===== src/rtl/mac_seq.sv =====
// mac_seq: sequences a dot product of up to DEPTH signed 8-bit operand pairs
// through an external multiply-accumulate unit.
//
// Ports:
//   clk, rst            clock; asynchronous active-high reset
//   wr_en, wr_addr      operand buffer write strobe/address (honoured in IDLE only)
//   wr_a, wr_b          signed operand A/B write data
//   start, len          begin a run of min(len,16) pairs (sampled in IDLE only)
//   busy                high in every state except IDLE
//   done                one-cycle pulse when result is valid
//   result              signed captured accumulator, held until next capture
//   mac_a, mac_b        signed operands driven to the external MAC
//   mac_clr_n           active-low clear to the external MAC
//   mac_acc             external MAC accumulator
//
// Build option: define MAC_SEQ_SAT_EN to saturate the captured value to
// [-32768, 32767] (sign-extended); otherwise mac_acc is captured unmodified.

module mac_seq #(
  parameter int unsigned DEPTH = 16
) (
  input  logic        clk,
  input  logic        rst,
  input  logic        wr_en,
  input  logic [3:0]  wr_addr,
  input  logic [7:0]  wr_a,
  input  logic [7:0]  wr_b,
  input  logic        start,
  input  logic [4:0]  len,
  output logic        busy,
  output logic        done,
  output logic [25:0] result,
  output logic [7:0]  mac_a,
  output logic [7:0]  mac_b,
  output logic        mac_clr_n,
  input  logic [25:0] mac_acc
);

  localparam int unsigned AW = 4;
  localparam int unsigned NW = 5;
  localparam int unsigned RW = 26;

  typedef enum logic [2:0] {
    S_IDLE,
    S_CLEAR,
    S_RUN,
    S_DRAIN,
    S_DONE
  } state_t;

  state_t        state_q, state_d;
  logic [NW-1:0] n_q, n_d;
  logic [NW-1:0] index_q, index_d;
  logic [RW-1:0] result_q, result_d;
  logic          done_q;
  logic          busy_q;

  logic [7:0] buf_a [DEPTH];
  logic [7:0] buf_b [DEPTH];

  // Value loaded into result at the end of DRAIN.
  function automatic logic [RW-1:0] capture(input logic [RW-1:0] acc);
`ifdef MAC_SEQ_SAT_EN
    if ($signed(acc) > $signed(RW'(32767))) begin
      return RW'(32767);
    end else if ($signed(acc) < $signed(-RW'(32768))) begin
      return -RW'(32768);
    end else begin
      return acc;
    end
`else
    return acc;
`endif
  endfunction

  // Operand buffer: no reset, so contents survive rst; writes only in IDLE.
  always_ff @(posedge clk) begin
    if (wr_en && (state_q == S_IDLE)) begin
      buf_a[wr_addr] <= wr_a;
      buf_b[wr_addr] <= wr_b;
    end
  end

  // Next-state and datapath updates.
  always_comb begin
    state_d  = state_q;
    n_d      = n_q;
    index_d  = index_q;
    result_d = result_q;
    unique case (state_q)
      S_IDLE: begin
        if (start) begin
          n_d     = (len > NW'(DEPTH)) ? NW'(DEPTH) : len;
          index_d = '0;
          state_d = S_CLEAR;
        end
      end
      S_CLEAR: begin
        state_d = (n_q != '0) ? S_RUN : S_DRAIN;
      end
      S_RUN: begin
        index_d = index_q + NW'(1);
        // index_d counts completed RUN cycles; leave after exactly n of them
        if (index_d == n_q) begin
          state_d = S_DRAIN;
        end
      end
      S_DRAIN: begin
        result_d = capture(mac_acc);
        state_d  = S_DONE;
      end
      S_DONE: begin
        state_d = S_IDLE;
      end
      default: begin
        state_d = S_IDLE;
      end
    endcase
  end

  // State, counters and registered status outputs.
  always_ff @(posedge clk or posedge rst) begin
    if (rst) begin
      state_q  <= S_IDLE;
      n_q      <= '0;
      index_q  <= '0;
      result_q <= '0;
      done_q   <= 1'b0;
      busy_q   <= 1'b0;
    end else begin
      state_q  <= state_d;
      n_q      <= n_d;
      index_q  <= index_d;
      result_q <= result_d;
      done_q   <= (state_d == S_DONE);
      busy_q   <= (state_d != S_IDLE);
    end
  end

  // MAC interface decodes from state and index only; buffer read is combinational.
  always_comb begin
    mac_clr_n = 1'b1;
    mac_a     = '0;
    mac_b     = '0;
    unique case (state_q)
      S_CLEAR: mac_clr_n = 1'b0;
      S_RUN: begin
        mac_a = buf_a[index_q[AW-1:0]];
        mac_b = buf_b[index_q[AW-1:0]];
      end
      default: begin
        mac_clr_n = 1'b1;
      end
    endcase
  end

  assign busy   = busy_q;
  assign done   = done_q;
  assign result = result_q;

endmodule


===== config.mk =====
export PLATFORM = sky130hd
export DESIGN_NAME = mac_seq
export DESIGN_NICKNAME = d
export VERILOG_FILES = /design/src/rtl/mac_seq.sv
export SDC_FILE = /design/constraint.sdc
export NUM_CORES = 1
export LEC_CHECK = 0
export ABC_AREA = 1
export BUFFER_PORTS_ARGS = -buffer_cell sky130_fd_sc_hd__buf_2
export CAP_MARGIN = 20
export CORE_MARGIN = 3
export CORE_UTILIZATION = 37
export DETAILED_ROUTE_END_ITERATION = 16
export GPL_ROUTABILITY_DRIVEN = 0
export HOLD_SLACK_MARGIN = 0.05
export PLACE_DENSITY = 0.61
export SLEW_MARGIN = 20
export SYNTH_ARGS = -nofsm -noshare
export SYNTH_HDL_FRONTEND = slang
export SYNTH_SLANG_ARGS = --single-unit

===== constraint.sdc =====
create_clock -name clk -period 2.7 [get_ports clk]
set_input_delay 0.135 -clock clk [delete_from_list [all_inputs] [get_ports clk]]
set_output_delay 0.135 -clock clk [all_outputs]
set_load 0.03 [all_outputs]

==> results.toml <==
[outcome]
outcome = "complete, no violations"

[placement]
portBuffers = 99
post_dp_cell_area_mm2 = 0.0138
post-place-ws_ns = 0.366
dpl.hpwl_um = 19600

[global_routing]
grt_usage_pct = 18.3
grt_pass1_wl_um = 51100
grt_antenna_before_repair = 2
grt_pass1_vias = 8667
gr-total-overflow = 0
grt_max_degree = 53

[timing]
timing.final.crit_share_pct = 96.8
setup_viol = 0
min_period_ns = 2.61
hold_violations = 0
hold-worst-slack_ns = 0.0691
tightest_slew_ns = 0.957
skew_ns = 0.0141
max_freq_mhz = 383
fin_tns_setup_ns = 0
rsz0062_at_grt = "no"
fin_ws_ns = 0.0876
slew_viol_final = 0
max-slew-margin-rel_pct = 35.8

[yosys]
synthFlopType = "edfxtp_1"
yosysSeqAreaShare_pct = 68.6
synth_top_area_cell = "edfxtp_1"
synth_nets = 1292
synth_edf_count = 256
ys_ff_latch = 297
synth_area_leaders = "edfxtp_1 (61%), nand2_1 (14%), dfrtp_1 (8.1%), nand3_1 (7.0%), inv_1 (4.3%)"
syn-cell-area_mm2 = 0.0127
synth_cell_type_count = 28
ys_warn_count = 0
async_reset_ff_share_pct = 13.8
postSynthCellCount = 1236
synth.top_cell.area_share_pct = 60.5
synth_area_per_cell_um2 = 10.3

[routing]
wire_per_inst_um = 18.1
drtPass1Iterations = 5
vias_per_cell = 4.85
vias = 9106
drc = 0
drtIter0Drc = 746
drt.antenna.violating_nets = 0
routed_wl_um = 34000

[die]
num_io_pins = 100
die_x_um = 191
die-area_mm2 = 0.0366
core_mm2 = 0.0337
die_h_um = 191
initial_core_util_pct = 37.7
row_count = 67

[layout]
area_growth_syn_to_layout_pct = 21.7
layout.cells.most_common = "nand2_1"
final_cell_mix = "nand2_1 (485), edfxtp_1 (256), nand3_1 (177)"
diodes = 0
nNetsFinal = 1464
drive_gt1_share_pct = 15.6
fill_cells = 3127
finish.instance_area_mm2 = 0.0155

[critical_path]
crit_arrival_ns = 2.48
cp_num_buf_inv = 2
critPathMaxStageDelay_ns = 0.74
worst_ep_required_time_ns = 2.57
crit_path_end_kind = "output pin"
cp_max_fo = 19
critPathSlowestCell = "clkinv_1"
cp_cell_sequence = "clkinv_1 > nand3_1 > a21oi_1 > buf_2"
crit_type = "flip-flop to output pin"
cpLargestDelayFamily = "buffers and inverters"
critPathLaunchType = "flip-flop"

[power]
power_density_mw_per_mm2 = 953
power.leakage_nw = 6.68
ir_worst_vdd_uv = 481
p_total_mw = 14.7

[clocking]
cts.htree.levels = 1
clkSinkCount = 297
cts_buffer_depth = 3
cts_tree = "done"
clkSlewWorstSetupHoldPaths_ns = 0.06
cts_root_buf = "clkbuf_16"
clk_latency_ns = 0.56
cts_made_buffers = 30

[flow_run]
cap_violations = 0

[worst_hold_path]
hp-class = "input pin to flip-flop"
## routing by layer
layer / global-route usage [%] / wire length, um
met4: 5.81 / 1040
met1: 23.7 / 14100
met5: 0 / 27
met3: 2.60 / 1730
met2: 31.6 / 17100
## where the power goes
group	switching, mW	internal, mW	leakage [nW]
Combinational	3.57	1.58	3.41
Clock	1.69	2.32	0.460
Sequential	0.211	5.36	2.81
Total	5.48	9.26	6.68
## cell usage after synthesis (all sizes together), types with 2 or more instances
master,number
edfxtp,256
clkbuf,17
nand3,177
dfrtp,41
a21oi,16
nor2,25
o21ai,6
clkinv,2
buf,42
nand2,485
xor2,2
nand4,4
inv,151
nor3,5
o22ai,2
## sequential cells by signal, indices dropped and copies added, names as in the netlist
signal,flops
done,1
n_q,5
state_q,3
result,26
busy,1
buf_a,128
buf_b,128
index_q,5
## through the flow
step           cells  util (%)
2_1_floorplan   1236         -
3_3_place_gp    1767      41.1
3_5_place_dp    1767      41.1
4_1_cts         1877      45.8
5_1_grt         1878      45.9
6_report        1878      45.9
## repair_timing
action / 4_1_cts / 5_1_grt
cloned: 1 / 1
resized for setup: 12 / 4
pin swaps: 0 / 0
setup endpoints to repair: 14 / 4
hold buffers: 54 / 0
setup buffers: 1 / 0
endpoints found under the hold margin: 307 / 0
## kinds of logic after synthesis
kind of cell / count (synthesis) / synth area share, %
DFF: 297 / 68.6
buffers and inverters: 212 / 7.41
adders and majority gates: 1 / 0.0985
and+or+nand+nor: 697 / 22.6
xor gates and xnor gates: 3 / 0.207
AOI/OAI and AO/OA: 26 / 1.07
## worst reg2reg max path: cells and delay by family, from the launching register on
family | cells | cell delay, ns
simple gates | 5 | 1.30
flops | 1 | 0.43
buf+inv | 1 | 0.31
## worst paths after layout
| path | from | endpoint | slack, ns | cells past startpoint |
|---|---|---|---|---|
| min reg2reg | result[21] | result[21] | 0.47 | 2 |
| min in group asynchronous | rst | result[22] | 0.35 | 3 |
| max | index_q[3] | mac_b[0] | 0.09 | 4 |
| max reg2reg | state_q[2] | buf_b[12][6] | 0.33 | 6 |
| min | start | n_q[1] | 0.07 | 6 |
| max in group asynchronous | rst | result[9] | 1.65 | 4 |
## area by class of cell
type | count | area, um2 | share of cell area (%)
Clock inverter | 17 | 166 | 1.08
Clock buffer | 37 | 777 | 5.03
Sequential cell | 297 | 8720 | 56.4
Inverter | 153 | 576 | 3.72
Tap cell | 448 | 561 | 3.63
Timing Repair Buffer | 199 | 1530 | 9.92
Multi-Input combinational cell | 727 | 3130 | 20.2
Note: power is estimated with default switching activity, not from simulation.
